### src/rtl/id_ex_stage_reg.sv
// ID/EX pipeline register for the RV32I 5-stage core.
// Holds the decoded operands and control that the execute stage consumes.
// Supports hold (stall), bubble insertion (flush), and write-back capture so
// that operands see the newest register-file value. Also keeps saturating
// stall and flush event counters for performance debug.
module id_ex_stage_reg #(
  parameter int size       = 32,
  parameter int reg_addr_w = 5,
  parameter int cnt_w      = 16
) (
  input  logic                  clk,
  input  logic                  reset,
  input  logic                  stall,
  input  logic                  flush,
  input  logic                  in_valid,
  input  logic [size-1:0]       in_pc,
  input  logic [size-1:0]       in_rs1_data,
  input  logic [size-1:0]       in_rs2_data,
  input  logic [size-1:0]       in_imm,
  input  logic [reg_addr_w-1:0] in_rs1,
  input  logic [reg_addr_w-1:0] in_rs2,
  input  logic [reg_addr_w-1:0] in_rd,
  input  logic                  in_use_imm,
  input  logic [1:0]            in_logic_sel,
  input  logic [1:0]            in_unit_sel,
  input  logic                  in_reg_write,
  input  logic                  in_mem_read,
  input  logic                  in_mem_write,
  input  logic                  wb_we,
  input  logic [reg_addr_w-1:0] wb_rd,
  input  logic [size-1:0]       wb_data,
  output logic                  out_valid,
  output logic [size-1:0]       out_pc,
  output logic [size-1:0]       out_A,
  output logic [size-1:0]       out_B,
  output logic [size-1:0]       out_rs2_data,
  output logic [reg_addr_w-1:0] out_rs1,
  output logic [reg_addr_w-1:0] out_rs2,
  output logic [reg_addr_w-1:0] out_rd,
  output logic [1:0]            out_logic_sel,
  output logic [1:0]            out_unit_sel,
  output logic                  out_reg_write,
  output logic                  out_mem_read,
  output logic                  out_mem_write,
  output logic [cnt_w-1:0]      stall_count,
  output logic [cnt_w-1:0]      flush_count
);

  localparam logic [cnt_w-1:0] cnt_max = '1;

  // One pipeline entry. An all-zero entry is a bubble.
  typedef struct packed {
    logic                  valid;
    logic [size-1:0]       pc;
    logic [size-1:0]       a;
    logic [size-1:0]       b;
    logic [size-1:0]       rs2_data;
    logic [reg_addr_w-1:0] rs1;
    logic [reg_addr_w-1:0] rs2;
    logic [reg_addr_w-1:0] rd;
    logic                  use_imm;
    logic [1:0]            logic_sel;
    logic [1:0]            unit_sel;
    logic                  reg_write;
    logic                  mem_read;
    logic                  mem_write;
  } entry_t;

  entry_t           entry_q, entry_d;
  logic [cnt_w-1:0] stall_count_q, stall_count_d;
  logic [cnt_w-1:0] flush_count_q, flush_count_d;

  logic [size-1:0]  rs1_val, rs2_val;
  logic             wb_hit;
  logic             held_hit_rs1, held_hit_rs2;

  // Write-back capture: x0 is never a write target, so wb_rd==0 never matches.
  always_comb begin
    wb_hit       = wb_we && (wb_rd != '0);
    rs1_val      = (wb_hit && (wb_rd == in_rs1)) ? wb_data : in_rs1_data;
    rs2_val      = (wb_hit && (wb_rd == in_rs2)) ? wb_data : in_rs2_data;
    held_hit_rs1 = entry_q.valid && wb_hit && (wb_rd == entry_q.rs1);
    held_hit_rs2 = entry_q.valid && wb_hit && (wb_rd == entry_q.rs2);
  end

  // Next-state selection with priority flush > stall > load.
  always_comb begin
    // NOTE: every combinational output gets a default first so no path leaves it unassigned (no latch).
    entry_d       = entry_q;
    stall_count_d = stall_count_q;
    flush_count_d = flush_count_q;

    if (flush) begin
      entry_d = '0;
      if (entry_q.valid && (flush_count_q != cnt_max)) begin
        flush_count_d = flush_count_q + cnt_w'(1);
      end
    end else if (stall) begin
      if (held_hit_rs1) begin
        entry_d.a = wb_data;
      end
      if (held_hit_rs2) begin
        entry_d.rs2_data = wb_data;
        if (!entry_q.use_imm) begin
          entry_d.b = wb_data;
        end
      end
      if (entry_q.valid && (stall_count_q != cnt_max)) begin
        stall_count_d = stall_count_q + cnt_w'(1);
      end
    end else if (!in_valid) begin
      entry_d = '0;
    end else begin
      entry_d.valid     = 1'b1;
      entry_d.pc        = in_pc;
      entry_d.a         = rs1_val;
      entry_d.b         = in_use_imm ? in_imm : rs2_val;
      entry_d.rs2_data  = rs2_val;
      entry_d.rs1       = in_rs1;
      entry_d.rs2       = in_rs2;
      entry_d.rd        = in_rd;
      entry_d.use_imm   = in_use_imm;
      entry_d.logic_sel = in_logic_sel;
      entry_d.unit_sel  = in_unit_sel;
      entry_d.reg_write = in_reg_write;
      entry_d.mem_read  = in_mem_read;
      entry_d.mem_write = in_mem_write;
    end
  end

  // State register with synchronous reset that overrides stall and flush.
  always_ff @(posedge clk) begin
    // NOTE: sequential state uses non-blocking assignments so every flop samples pre-edge values.
    if (reset) begin
      entry_q       <= '0;
      stall_count_q <= '0;
      flush_count_q <= '0;
    end else begin
      entry_q       <= entry_d;
      stall_count_q <= stall_count_d;
      flush_count_q <= flush_count_d;
    end
  end

  assign out_valid     = entry_q.valid;
  assign out_pc        = entry_q.pc;
  assign out_A         = entry_q.a;
  assign out_B         = entry_q.b;
  assign out_rs2_data  = entry_q.rs2_data;
  assign out_rs1       = entry_q.rs1;
  assign out_rs2       = entry_q.rs2;
  assign out_rd        = entry_q.rd;
  assign out_logic_sel = entry_q.logic_sel;
  assign out_unit_sel  = entry_q.unit_sel;
  assign out_reg_write = entry_q.reg_write;
  assign out_mem_read  = entry_q.mem_read;
  assign out_mem_write = entry_q.mem_write;
  assign stall_count   = stall_count_q;
  assign flush_count   = flush_count_q;

endmodule

### config.mk
export PLATFORM = sky130hd
export DESIGN_NAME = id_ex_stage_reg
export DESIGN_NICKNAME = d
export VERILOG_FILES = /design/src/rtl/id_ex_stage_reg.sv
export SDC_FILE = /design/constraint.sdc
export NUM_CORES = 1
export LEC_CHECK = 0
export ABC_AREA = 1
export CORE_MARGIN = 5
export CORE_UTILIZATION = 35
export CTS_CLUSTER_DIAMETER = 200
export CTS_CLUSTER_SIZE = 30
export DETAILED_ROUTE_END_ITERATION = 6
export PLACE_DENSITY_LB_ADDON = 0.2
export SYNTH_ARGS = -nofsm -noshare
export SYNTH_HDL_FRONTEND = slang
export SYNTH_SLANG_ARGS = --single-unit
export TNS_END_PERCENT = 50
### constraint.sdc
create_clock -name clk -period 1.45 [get_ports clk]
set_input_delay 0.145 -clock clk [delete_from_list [all_inputs] [get_ports clk]]
set_output_delay 0.145 -clock clk [all_outputs]
set_load 0.01 [all_outputs]
# Word level (Yosys, flattened, before mapping)
# Cells that the tools add are included.
# W data, S select, Z words.
# totals
ff_bits	184
inputBits	194
out_inout_bits	183
elab_cells	49
# op_classes
addsub	2
eq_ne	9
n_mux	8
bitwise	1
reduce_logical	13
# ops
cell	n
$mux W32	5
$mux W152	1
$mux W96	1
$mux W64	1
$add A16 B1 Y16 const B	2
$ne A16 B16 Y1 const B	2
$eq A5 B5 Y1	4
$logic_and A1 B1 Y1	8
$reduce_bool A5 Y1	1
$ne A2 B1 Y1 const B	2
$reduce_and A2 Y1	2
$reduce_and A3 Y1	1
$ne A2 B2 Y1 const B	1
$reduce_or A2 Y1	1
$not A1 Y1	1

# Longest topological paths before layout
# Gate-level depths: netlist of run 1.
# depth
ltp_word	7
ltp_mapped	13
ltp_nobuf	11

# Worst setup path before layout of run 1
# No wires, ideal clock.
# synth_timing
path_type	register to register
startpoint	register flush_count_q[0], in the netlist flush_count[0]
endpoint	register flush_count_q[3], in the netlist flush_count[3]
setup_time_ns	0.126
arrival_ns	1.541
required_time_ns	1.324
slack_ns	-0.216
path_stages_with_launch	10
n_path_buf	1
period_less_slack_ns	1.666
cell_sequence	dfxtp_1 > ha_1 > nand3_1 > nor3_2 > nand2_1 > nand2_1 > buf_2 > nor2_1 > o21ai_0 > a21oi_1
# synth_between
elab_chain_cells	3
word_cells_on_any_way	4
classes_between	add/sub (1); eq/ne (1); reduce/logical (2)
# synth_lines
element	line_no	text
from (decl)	71	logic [cnt_w-1:0] flush_count_q, flush_count_d;
from (signal assigned)	141	flush_count_q <= flush_count_d;
parallel branches: the longest is 3 deep, another holds $add A16 B1 Y16	-	
# Parallel ways; which one is timed is not known.
# A chain may end at the register's enable or synchronous reset.

# Worst setup path after layout of run 1
# layout_timing
startpoint	register entry_q (netlist bit out_rs2[3])
endpoint	register entry_q (netlist bit out_B[3])
# layout_between
elab_chain_cells	4
# layout_lines
element	line_no	text
from (decl)	69	entry_t entry_q, entry_d;
from (signal assigned)	139	entry_q <= entry_d;
$eq A5 B5 Y1	83	held_hit_rs2 = entry_q.valid && wb_hit && (wb_rd == entry_q.rs2);
$logic_and A1 B1 Y1	83	
$ne A2 B1 Y1 (no source line)	-	
$reduce_and A2 Y1 (no source line)	-	
# No other way between the ends.

==> flow_summary_export.csv, run 1 <==
group,metric,value,unit
run_status,status,"finished with violations",
run_status,violations,"negative setup slack",
sta,drv_slew,0,
placement,gp_congestion,0.9074,
clock_tree,clk_pin_slew,0.08,ns
critical_path,reg2regPathDepth,9,
synthesis,netlist_area,10940,µm²
floorplan,start_util,0.3558,
drt,dr_total_vias,11680,
placement,place_area,14960,µm²
synthesis,synth-seq-cells,184,
sta,finalSetupViolations,61,
floorplan,die-height,186.8,µm
critical_path,critPathTopFamily,"simple AND/OR/NAND/NOR gates",
critical_path,cp_slowest_stage_delay,0.33,ns
power,peakVddDrop,0.7459,mV
sta,hold_viol,0,
sta,worst_pin_slew,0.3920,ns
sta,fin_crit,1.527,ns
critical_path,endpoint_kind,"flop",
placement,placed_cells,2372,
sta,setup_ws,-0.07651,ns
global_routing,grt_max_degree,39,
critical_path,crit_chain,"xnor2_1 > nand3_1 > nor2_2 > nand2_4 > nand2_8 > nand2_8 > buf_12 > nor2_1 > a21oi_2",
global_routing,grt_overflow,0,
clock_tree,cts_buffers,17,
sta,maxSlewHeadroom,0.7380,
critical_path,regToRegStartpoint,"out_rs2[3]",
drt,routed_via_density,4.840,
floorplan,core,30750,µm²
synthesis,synth_nets,1906,
drt,totalWireLength,42270,µm
global_routing,grt_first_pass_wirelength,64670,µm
floorplan,ios,377,
drt,wire_per_inst,17.52,µm
clock_tree,clockBufferDepth,2,
synthesis,syn_inst,1710,
clock_tree,ctsHtreeMaxLevel,4,
global_routing,grt_util_all_layers,0.2302,
critical_path,critPathMaxFanout,22,
critical_path,crit_top_cell,"nand2_8",
drt,dr.pass1.iters,6,
synthesis,yosys_warnings,0,
drt,drtIter0Drc,686,
min_path,whs_path_depth,3,
drt,ant_nets,0,
critical_path,worstPathArrival,1.86,ns
floorplan,rows,64,
cells_and_area,final_area,15910,µm²
critical_path,cp-startpoint,"out_rs2[3]",
min_path,holdCritPathClass,"in -> reg",
floorplan,dieArea,34890,µm²
floorplan,die_x,186.8,µm
drt,drc,0,
clock_tree,clk_latency,0.45,ns
clock_tree,ctsRootBufferMaster,"clkbuf_16",
power,power_density,764.3,nW/µm²
cells_and_area,nets,2200,
placement,dp_hpwl,30610,µm
global_routing,grt_pass1_vias,11580,
synthesis,avgSynthCellArea,6.398,µm²
clock_tree,cts_tree,"done",
cells_and_area,n_antenna_cell,0,
job,cap_violations,0,
sta,final.period_utilization,1.053,
critical_path,worst-path-stages,9,
cells_and_area,area_growth,45.44,%
critical_path,required,1.78,ns
sta,clock_skew,0.01112,ns
sta,grt_setup_unrepaired,"yes",
critical_path,critical_path_buf_inv_count,1,
sta,tns,-1.729,ns
critical_path,crit_path_start_kind,"flop",
synthesis,yosysSeqAreaShare,0.3367,
placement,numPortBuffers,376,
min_path,worstHoldStart,"in_rs2[0]",
global_routing,antenna_found_initial,0,
synthesis,yosysUniqueCellTypes,32,
sta,max_freq,655.1,MHz
critical_path,slowest_stage,"dfxtp_2",
critical_path,crit_type,"reg -> reg",
clock_tree,cts.sinks,184,
cells_and_area,fin_cells,2413,
power,leakagePower,0.007781,µW
cells_and_area,layout-drive-gt1-share,0.1631,
[repair_timing]
item                                    CTS  global route
pin swaps                                15            24
buffers inserted                          4             1
endpoints found under the setup margin  297           129
gates resized for setup                 240           119
hold buffers                              0             0
gates cloned                              4             2
[synthesized netlist by cell type (all sizes together)]
cell    instances  area share
nand2         478        0.17
inv           240       0.082
buf           202        0.13
dfxtp         184        0.34
nand3         179       0.083
a21oi         140       0.064
nor2          103       0.037
o21ai          46       0.021
clkbuf         41       0.014
a31oi          35       0.020
nor3           18      0.0097
xnor2          14       0.011
xor2           13       0.010
nand4           6      0.0034
nor3b           4      0.0027
ha              2      0.0023
nor4            2      0.0011
a211oi          1     0.00069
and3            1     0.00057
o21bai          1     0.00069
[worst paths after layout]
kind / endpoint / slack [ns]
worst min register to register: out_pc[2] / 0.46
worst max register to register: out_B[3] / -0.08
worst min-delay path: out_rs2[0] / 0.01
worst max-delay path: out_B[3] / -0.08
[cell families after synthesis]
logic type / share of synthesized area
xor+xnor: 0.02162
fa+ha+maj: 0.002287
flops: 0.3367
buf+inv: 0.2279
simple gates: 0.3050
compound gates: 0.1065
[tightest hold or removal path: cells and delay by family]
kind | cells | cell delay [ns]
buffers and inverters | 1 | 0.15
and+or+nand+nor | 1 | 0.07
AOI/OAI and AO/OA | 1 | 0.05
[power breakdown]
part | internal [µW] | switching (µW)
Combinational | 1150 | 1280
Sequential | 5190 | 78.9
Clock | 2300 | 2160
Total | 8640 | 3520
[flip-flops by register name, indices dropped and copies added (netlist names)]
register	count
out_reg_write	1
out_rd	5
flush_count	16
out_A	32
out_pc	32
out_unit_sel	2
out_logic_sel	2
stall_count	16
out_valid	1
out_rs1	5
out_rs2_data	32
out_mem_write	1
out_mem_read	1
entry_q	1
out_B	32
out_rs2	5
[placed cells by master (no fill, tap or decap), types with 18 or more instances in the layout]
cell,count
buf_4,102
buf_12,25
clkbuf_16,18
dfxtp_1,168
o21ai_0,33
a21oi_1,121
a31oi_1,35
dlygate4sd2_1,187
nand2_2,29
clkdlybuf4s50_1,185
nor2_1,51
inv_1,232
nor2_2,42
nand2_1,441
nand3_1,173
a21oi_2,19
[routing by layer]
layer	wire (µm)	vias up	GRT usage
met4	1103	0	0.07253
li1	-	5774	-
met1	17850	5397	0.2826
met3	3101	65	0.06521
met5	0	-	0
met2	20220	442	0.3916
[area by class of cell]
| class | instances | area, µm² |
|---|---|---|
| Timing Repair Buffer | 518 | 5042 |
| Fill cell | 3139 | 14840 |
| Clock buffer | 22 | 464.2 |
| Tap cell | 396 | 495.5 |
| Clock inverter | 10 | 68.82 |
| Multi-Input combinational cell | 1043 | 5223 |
| Sequential cell | 184 | 3704 |
| Inverter | 240 | 914.6 |
[per-stage QoR]
stage / utilization / total power (µW) / hold slack (ns) / setup WS (ns)
2_1_floorplan: - / 6565 / 0.2888 / -0.004970
3_3_place_gp: 0.4866 / 7747 / 0.4441 / -0.5920
3_5_place_dp: 0.4866 / 7758 / 0.4547 / -0.5985
4_1_cts: 0.5054 / 12210 / 0.03287 / -0.09346
5_1_grt: 0.5175 / 12700 / 0.02138 / -0.1726
6_report: 0.5175 / 12160 / 0.01339 / -0.07651
(Power assumes the default switching activity.)
==> inputs of run 2 (changes only) <==
==> constraint.sdc (replaced) <==
create_clock -name clk -period 1.45 [get_ports clk]
set_input_delay 0.145 -clock clk [delete_from_list [all_inputs] [get_ports clk]]
set_output_delay 0.145 -clock clk [all_outputs]
set_load 0.1 [all_outputs]
==> flow_summary_export.csv, run 2 (same netlist as run 1, synthesis figures left out) <==
group,metric,value,unit
cells_and_area,final_area,18200,µm²
critical_path,required,1.82,ns
clock_tree,cts_buffers,17,
cells_and_area,layout_common_cells,"nand2_1 (449), inv_1 (228), buf_12 (206), clkdlybuf4s50_1 (186), nand3_1 (175)",
cells_and_area,final_common_cell,"nand2_1",
sta,holdWs,0.01913,ns
critical_path,reg2regPathDepth,10,
power,power_density,770.0,nW/µm²
placement,placed_cells,2372,
drt,wire_per_inst,17.57,µm
critical_path,cp_slowest_stage_delay,0.33,ns
cells_and_area,fin_cells,2414,
drt,drtIter0Drc,705,
drt,ant_nets,0,
sta,clock_skew,0.01157,ns
critical_path,crit_type,"reg -> reg",
run_status,status,"finished with violations",
floorplan,dieArea,34890,µm²
critical_path,worstPathArrival,1.87,ns
clock_tree,holdBufCountCts,0,
critical_path,crit_path_start_kind,"flop",
drt,dr.pass1.iters,5,
placement,numPortBuffers,376,
floorplan,rows,64,
critical_path,crit_chain,"xnor2_1 > nand3_1 > nor2_2 > nand2_4 > nand2_8 > nand2_8 > buf_12 > nand2_1 > nand2_1 > a21oi_1",
min_path,min_to,"out_rs1[1]",
global_routing,grt_overflow,0,
cells_and_area,nets,2200,
sta,maxSlewHeadroom,0.7687,
min_path,worstHoldStart,"in_rs1[1]",
floorplan,core,30750,µm²
global_routing,grt_first_pass_wirelength,65250,µm
critical_path,r2r_slack,-0.05,ns
critical_path,endpoint_kind,"flop",
clock_tree,ctsRootBufferMaster,"clkbuf_16",
critical_path,slowest_stage,"dfxtp_2",
critical_path,reg2reg_to,"out_B[10]",
critical_path,critPathTopFamily,"simple AND/OR/NAND/NOR gates",
cells_and_area,layout-drive-gt1-share,0.2667,
global_routing,grt_util_all_layers,0.2329,
cells_and_area,nFillCells,2782,
critical_path,regToRegStartpoint,"out_rs2[4]",
power,leakagePower,0.008031,µW
min_path,whs_path_depth,3,
global_routing,grt_pass1_vias,11810,
cells_and_area,area_growth,66.32,%
min_path,holdCritPathClass,"in -> reg",
clock_tree,cts.sinks,184,
placement,dp_hpwl,31620,µm
critical_path,critPathMaxFanout,21,
placement,dp_slack,-0.6284,ns
sta,fin_crit,1.500,ns
drt,drc,0,
sta,max_freq,666.8,MHz
sta,setup_ws,-0.04971,ns
placement,gp_congestion,0.9044,
sta,grt_setup_unrepaired,"yes",
drt,dr_total_vias,11700,
run_status,violations,"negative setup slack",
clock_tree,clockBufferDepth,2,
floorplan,die_x,186.8,µm
power,peakVddDrop,0.7620,mV
clock_tree,clk_latency,0.44,ns
sta,finalSetupViolations,37,
sta,worst_pin_slew,0.3470,ns
clock_tree,clk_pin_slew,0.07,ns
global_routing,antenna_found_initial,9,
critical_path,critical_path_buf_inv_count,1,
floorplan,die-height,186.8,µm
clock_tree,cts_tree,"done",
sta,drv_slew,0,
placement,place_area,16950,µm²
job,cap_violations,0,
clock_tree,ctsHtreeMaxLevel,4,
global_routing,grt_max_degree,39,
drt,routed_via_density,4.846,
sta,final.period_utilization,1.034,
floorplan,ios,377,
drt,totalWireLength,42410,µm
sta,hold_viol,0,
floorplan,start_util,0.3558,
==> run 2: cell count changes in the layout (fill, tap and decap cells not counted), sizes merged <==
cell	previous run	this run
clkbuf	23	18
bufinv	0	2
bufbuf	0	1
buf	143	325
clkdlybuf4s15	1	0
diode	0	1
dlygate4sd2	187	5
clkdlybuf4s50	185	186
clkinv	8	3
clkinvlp	0	2
inv	242	247
==> run 2: power breakdown <==
part           internal (µW)  leakage [µW]  total [µW]  switching (µW)
registers               5140       0.00152        5290             154
logic                   1540       0.00621        3770            2230
clock network           2690      0.000295        4950            2260
total                   9370       0.00803       14000            4640
==> run 2: worst max path at each step <==
stage / endpoint / slack [ns] / cells after the start / from
after floorplan: flush_count[3] / -0.16 / 9 / flush_count[1]
after global placement: out_B[1] / -0.59 / 11 / wb_rd[2]
after detailed placement: out_B[1] / -0.63 / 11 / wb_rd[2]
after CTS: out_B[10] / -0.12 / 10 / out_rs2[4]
after global routing: out_B[18] / -0.18 / 10 / out_rs2[4]
final: out_B[10] / -0.05 / 10 / out_rs2[4]
==> run 2: metrics by stage <==
| stage | utilization | total power [µW] | TNS, ns |
|---|---|---|---|
| floorplan | - | 7476 | -2.423 |
| global placement | 0.5513 | 9014 | -57.50 |
| detailed placement | 0.5513 | 9035 | -61.60 |
| CTS | 0.5817 | 14110 | -5.741 |
| global route | 0.5918 | 14580 | -11.11 |
| finish | 0.5918 | 14010 | -0.5104 |
==> run 2: worst register-to-register path, stage by stage (launching register included) <==
cell     delay (ns)
dfxtp_2        0.33
xnor2_1        0.14
nand3_1        0.11
nor2_2         0.16
nand2_4        0.09
nand2_8        0.10
nand2_8        0.08
buf_12         0.17
nand2_1        0.08
nand2_1        0.04
a21oi_1        0.12
==> run 2: layout make-up <==
type,instances,area (µm²),area share
tap,396,495.5,0.02723
antenna,1,2.502,0.0001375
sequential,184,3812,0.2095
inverter,240,912.1,0.05013
clock inverter,14,156.4,0.008595
clock buffer,18,450.4,0.02475
timing repair buffer,518,7063,0.3882
multi-input combinational,1043,5304,0.2915
==> run 2: layer usage <==
| layer | part of all wire | global-route usage | vias up | wire, µm |
|---|---|---|---|---|
| met5 | 0.0021 | 0 | - | 87 |
| li1 | - | - | 5766 | - |
| met4 | 0.027 | 0.07509 | 16 | 1128 |
| met1 | 0.40 | 0.2703 | 5378 | 17010 |
| met3 | 0.084 | 0.07810 | 79 | 3542 |
| met2 | 0.49 | 0.4055 | 459 | 20640 |
==> run 2: timing repair <==
item | CTS | global route
cloned | 2 | 0
pin swaps | 24 | 16
buffers inserted | 6 | 2
setup endpoints to repair | 108 | 126
resized for setup | 76 | 87
==> RTL edit 1, RTL diff (settings of run 1) <==
`reg_addr_w`: 5 -> 6.
--- a/src/rtl/id_ex_stage_reg.sv
+++ b/src/rtl/id_ex_stage_reg.sv
@@ -6,5 +6,5 @@
 module id_ex_stage_reg #(
   parameter int size       = 32,
-  parameter int reg_addr_w = 5,
+  parameter int reg_addr_w = 6,
   parameter int cnt_w      = 16
 ) (
Interface: changed (7 resized); port bits go from 377 to 384. The function was not compared with the original's and may differ.
==> RTL edit 1 against run 1 <==
The flow still finishes with violations (setup timing); worst setup slack got worse by 0.12 ns; sequential power rose by 1%; global-route usage rose by 0.46 points; routed wire length rose by 7.0%; fmax fell by 7.1%; sequential cell count rose by 3; die area rose by 1.6%; combinational power rose by 2%; cell count rose by 1.9%; area after synthesis rose by 1.7%; critical path depth fell by 1; design area rose by 9.0%; total power rose by 5.0%; via count rose by 4.0%; critical endpoint is now out_B[2]; largest cell class unchanged.
==> RTL edit 1: results (changes against run 1) <==
Run status
  • Result of the run: complete, but fails checks
  • Violated checks: setup timing

Cells and area
  • Final non-clock buffer share: 32.9% (+1.2 points)
  • Comb_multi_in: 1052 (+0.86%)
  • Footprint of the multi-input gates: 5770 sq um (+10%)
  • Number of antenna diodes: 1 (+1)
  • Seq/total area: 21.8% (-1.5 points)
  • Clock distribution area overhead in the final layout: 3.44% (+0.091 points)

Place
  • Half-perimeter wire length after placement: 30500 microns (-0.43%)
  • Routability Congestion: 0.876 (-3.4%)
  • Buffers on Ports: 383 (+1.9%)

STA
  • Setup-violating endpoint count in the final report: 124 (+100%)
  • Worst Slack Setup Final: -0.194 ns (-0.117 ns)
  • Transition at the pin with the smallest max-transition slack: 0.397 ns (+0.00477 ns)
  • Setup TNS: -13.50 ns (-11.77 ns)
  • Clock Skew: 0.0155 ns (+0.00437 ns)

Power
  • Sequential group power: 0.00534 W (+1%)
  • Tot Pwr: 0.0128 W (+5.0%)
  • Worst vdd ir: 0.831 mV (+11%)
  • Power of the combinational group: 0.00249 W (+2%)
  • Leakage power: 9.44 nW (+21%)
  • Switch Pwr: 0.00358 W (+1.7%)

Drt
  • WL/cell: 18.4 microns (+4.9%)
  • Number of vias in the routed layout: 12100 (+4.0%)

Setup path
  • Endpoint arrival time on the critical path: 1.99 ns (+0.13 ns)
  • Maximum fanout along the worst path: 15 (-32%)

Floorplan
  • Core Area: 31500 sq um (+2.4%)

Yosys
  • Synthesized net count: 1938 (+1.7%)
  • Post-synthesis adder-cell area fraction: 0.225% (-0.0038 points)

Clocking
  • Resized Gates After CTS: 247 (+2.9%)

Global routing
  • First-pass GRT wire length: 66000 microns (+2.1%)
  • Total routing usage reported by global routing: 23.5% (+0.46 points)
## RTL edit 1: changes by cell type after synthesis, moves of 6 or more
cell / run 1 / this run
sky130_fd_sc_hd__nand3_1: 177 / 79
sky130_fd_sc_hd__o21ai_1: 0 / 42
sky130_fd_sc_hd__inv_2: 4 / 11
sky130_fd_sc_hd__nor2_1: 98 / 61
sky130_fd_sc_hd__xor2_1: 13 / 19
sky130_fd_sc_hd__nand4_1: 6 / 38
sky130_fd_sc_hd__o211ai_1: 0 / 10
sky130_fd_sc_hd__a21oi_1: 140 / 174
sky130_fd_sc_hd__o21ai_0: 46 / 55
sky130_fd_sc_hd__nand2_1: 472 / 490
sky130_fd_sc_hd__clkbuf_1: 40 / 53
## RTL edit 1: layer usage
layer / up-vias / track usage, % / wire length, microns
met5: - / 0 / 22
met3: 80 / 6.54 / 3500
li1: 5938 / - / -
met2: 475 / 39.1 / 21600
met1: 5648 / 29.2 / 18700
met4: 4 / 8.46 / 1410
## RTL edit 1: stage by stage
stage                     setup slack (ns)  hold slack, ns  instances
after floorplan                     -0.113           0.290       1738
after global placement              -0.623           0.444       2392
after detailed placement            -0.633           0.450       2392
after CTS                           -0.200          0.0879       2448
after global routing                -0.261           0.128       2460
final                               -0.194           0.111       2460
## RTL edit 1: final timing paths
path	from	end	slack, ns	depth (start not counted)
max	out_rs2[1]	out_B[2]	-0.19	8
min	stall	out_valid	0.11	3
min reg2reg	out_mem_write	out_mem_write	0.46	2
max reg2reg	out_rs2[1]	out_B[2]	-0.19	8
## RTL edit 1: worst max-delay path: cells and delay by family, from the launching register on
kind / cells / cell delay, ns
buf+inv: 1 / 0.20
xor+xnor: 1 / 0.16
compound gates: 1 / 0.08
simple gates: 5 / 0.77
flops: 1 / 0.33
==> RTL edit 2, RTL diff (settings of run 1) <==
Made on the original files. Reset style: asynchronous (`reset`), changed in one clocked block. Comments in the files are not updated.
--- a/src/rtl/id_ex_stage_reg.sv
+++ b/src/rtl/id_ex_stage_reg.sv
@@ -130,5 +130,5 @@
 
   // State register with synchronous reset that overrides stall and flush.
-  always_ff @(posedge clk) begin
+  always_ff @(posedge clk or posedge reset) begin
     // NOTE: sequential state uses non-blocking assignments so every flop samples pre-edge values.
     if (reset) begin
Function: differs if reset is asserted again (counterexample within 4 cycles, from zero or initial values and one cycle with reset high); with reset held inactive, the same outputs for 4 cycles.
==> RTL edit 2 against run 1 <==
Routed wire length increased by 8.1%; sequential cell count unchanged; fmax down 5.6%; synthesized cell count is 3.3% lower; sequential share of layout area is 3.6 points higher; the run still ends with setup timing left; non-clock buffer count rose by 10; total power grew 21%; via count up 1.0%; area after synthesis is 7.4% higher; sequential power grew 10%; critical path depth fell by 2; design area up 7.6%; highest routed layer is now met5; worst setup slack worse by 0.090 ns; largest cell class unchanged.
==> RTL edit 2: results (changes against run 1) <==
Drt
  • Total wire length: 45700 microns (+8.1%)
  • Violation count after the first detailed-route iteration: 1021 (+49%)
  • Number of vias in the routed layout: 11800 (+1.0%)

Run status
  • Violated checks: setup timing
  • Result of the run: complete, but fails checks

Hold path
  • Hold crit path type: in -> async

Setup path
  • Launch point of the critical path: out_rs1[3]
  • Maximum fanout along the worst path: 6 (-73%)
  • Endpoint arrival time on the critical path: 1.96 ns (+0.10 ns)

STA
  • Setup-violating endpoint count in the final report: 97 (+59%)
  • Clock Skew: 0.0105 ns (-0.000594 ns)
  • Transition at the pin with the smallest max-transition slack: 0.770 ns (+0.378 ns)
  • Worst Slack Setup Final: -0.167 ns (-0.0904 ns)

Place
  • Cell area reported after detailed placement: 15800 sq um (+5.7%)
  • Routability Congestion: 0.847 (-6.6%)

Cells and area
  • Fillers: 3323 (+5.9%)
  • Layout Nets: 2157 (-2.0%)

Global routing
  • Initial antenna violation count: 8 (+8)
  • First-pass GRT wire length: 68000 microns (+5.1%)
  • Total routing usage reported by global routing: 23.7% (+0.66 points)

Yosys
  • Number of distinct library cells after synthesis: 35 (+9.4%)
  • Synthesized net count: 1849 (-3.0%)
  • Top cells by area in the synthesized netlist: sky130_fd_sc_hd__dfrtp_1 (39%), sky130_fd_sc_hd__nand2_1 (17%), sky130_fd_sc_hd__buf_4 (10%), sky130_fd_sc_hd__nand3_1 (8.7%), sky130_fd_sc_hd__inv_1 (5.7%)
  • Seq/Total Area, Yosys: 39.2% (+5.5 points)
  • List of most frequent post-synthesis cells: sky130_fd_sc_hd__nand2_1 (539), sky130_fd_sc_hd__nand3_1 (205), sky130_fd_sc_hd__dfrtp_1 (184), sky130_fd_sc_hd__inv_1 (178), sky130_fd_sc_hd__buf_4 (158)

Clocking
  • Clock-pin slew on the worst setup and hold paths: 0.08 ns (about the same)

Power
  • Worst vdd ir: 0.780 mV (+4.5%)
## RTL edit 2: cell types whose count changed after synthesis, moves of 34 or more
cell and change:
sky130_fd_sc_hd__a21oi_1 -108, sky130_fd_sc_hd__a31oi_1 -34, sky130_fd_sc_hd__dfrtp_1 +184, sky130_fd_sc_hd__dfxtp_1 -184, sky130_fd_sc_hd__inv_1 -58, sky130_fd_sc_hd__nand2_1 +67
sky130_fd_sc_hd__o21ai_0 +47
## RTL edit 2: kinds of logic after synthesis
| logic type | share of synthesized area, % |
|---|---|
| and+or+nand+nor | 30.2 |
| buffers and inverters | 19.5 |
| DFF | 39.2 |
| AOI/OAI and AO/OA | 7.56 |
| xor gates and xnor gates | 3.36 |
| adders and majority gates | 0.213 |
## RTL edit 2: final cells by class
cell class	instances	area [sq um]	share of cell area, %
Inverter	183	703	4.11
Multi-Input combinational cell	1047	5340	31.2
Tap cell	448	561	3.27
Clock buffer	20	457	2.67
Timing Repair Buffer	528	5300	31.0
Clock inverter	11	148	0.862
Antenna cell	3	7.51	0.0438
Sequential cell	184	4600	26.9
## RTL edit 2: path summary, 6_finish.rpt
path | endpoint | cells after the start
max reg2reg | out_A[28] | 7
min | out_rd[3] | 3
max | out_A[28] | 7
min in group clk | out_valid | 4
min reg2reg | out_rs2_data[13] | 2
max in group asynchronous | out_A[19] | 4
## RTL edit 2: what timing repair did
item,4_1_cts,5_1_grt
endpoints found under the setup margin,309,145
cloned,7,4
pin swaps,24,33
buffers inserted,9,1
resized for setup,282,112
## RTL edit 2: metal layers
metal | global-route usage (%) | up-vias | routed length [microns]
met5 | 0 | - | 79
met1 | 30.2 | 5518 | 18600
met3 | 6.99 | 86 | 4400
met2 | 39.2 | 572 | 21500
li1 | - | 5611 | -
met4 | 6.89 | 12 | 1120
## RTL edit 2: worst max-delay path, stage by stage (launching register included)
cell and delay [ns]:
sky130_fd_sc_hd__dfrtp_1 0.39, sky130_fd_sc_hd__xor2_1 0.18, sky130_fd_sc_hd__nor2_2 0.16, sky130_fd_sc_hd__nand4_4 0.18, sky130_fd_sc_hd__and2_4 0.28, sky130_fd_sc_hd__clkbuf_16 0.21
sky130_fd_sc_hd__nand2_2 0.06, sky130_fd_sc_hd__nand2_1 0.05
## RTL edit 2: power by group
group          switching (W)  internal [W]
Sequential          0.000271       0.00553
Combinational        0.00203       0.00185
Clock                0.00220       0.00280
Total                0.00449        0.0102
## RTL edit 2: per-stage QoR
stage	instances	worst slack [ns]	hold slack, ns	setup TNS [ns]
2_1_floorplan	1653	-1.06	0.290	-195.46
3_3_place_gp	2370	-0.700	0.462	-56.12
3_5_place_dp	2370	-0.679	0.464	-58.50
4_1_cts	2417	-0.173	0.109	-13.49
5_1_grt	2423	-0.281	0.121	-20.84
6_report	2424	-0.167	0.118	-9.80
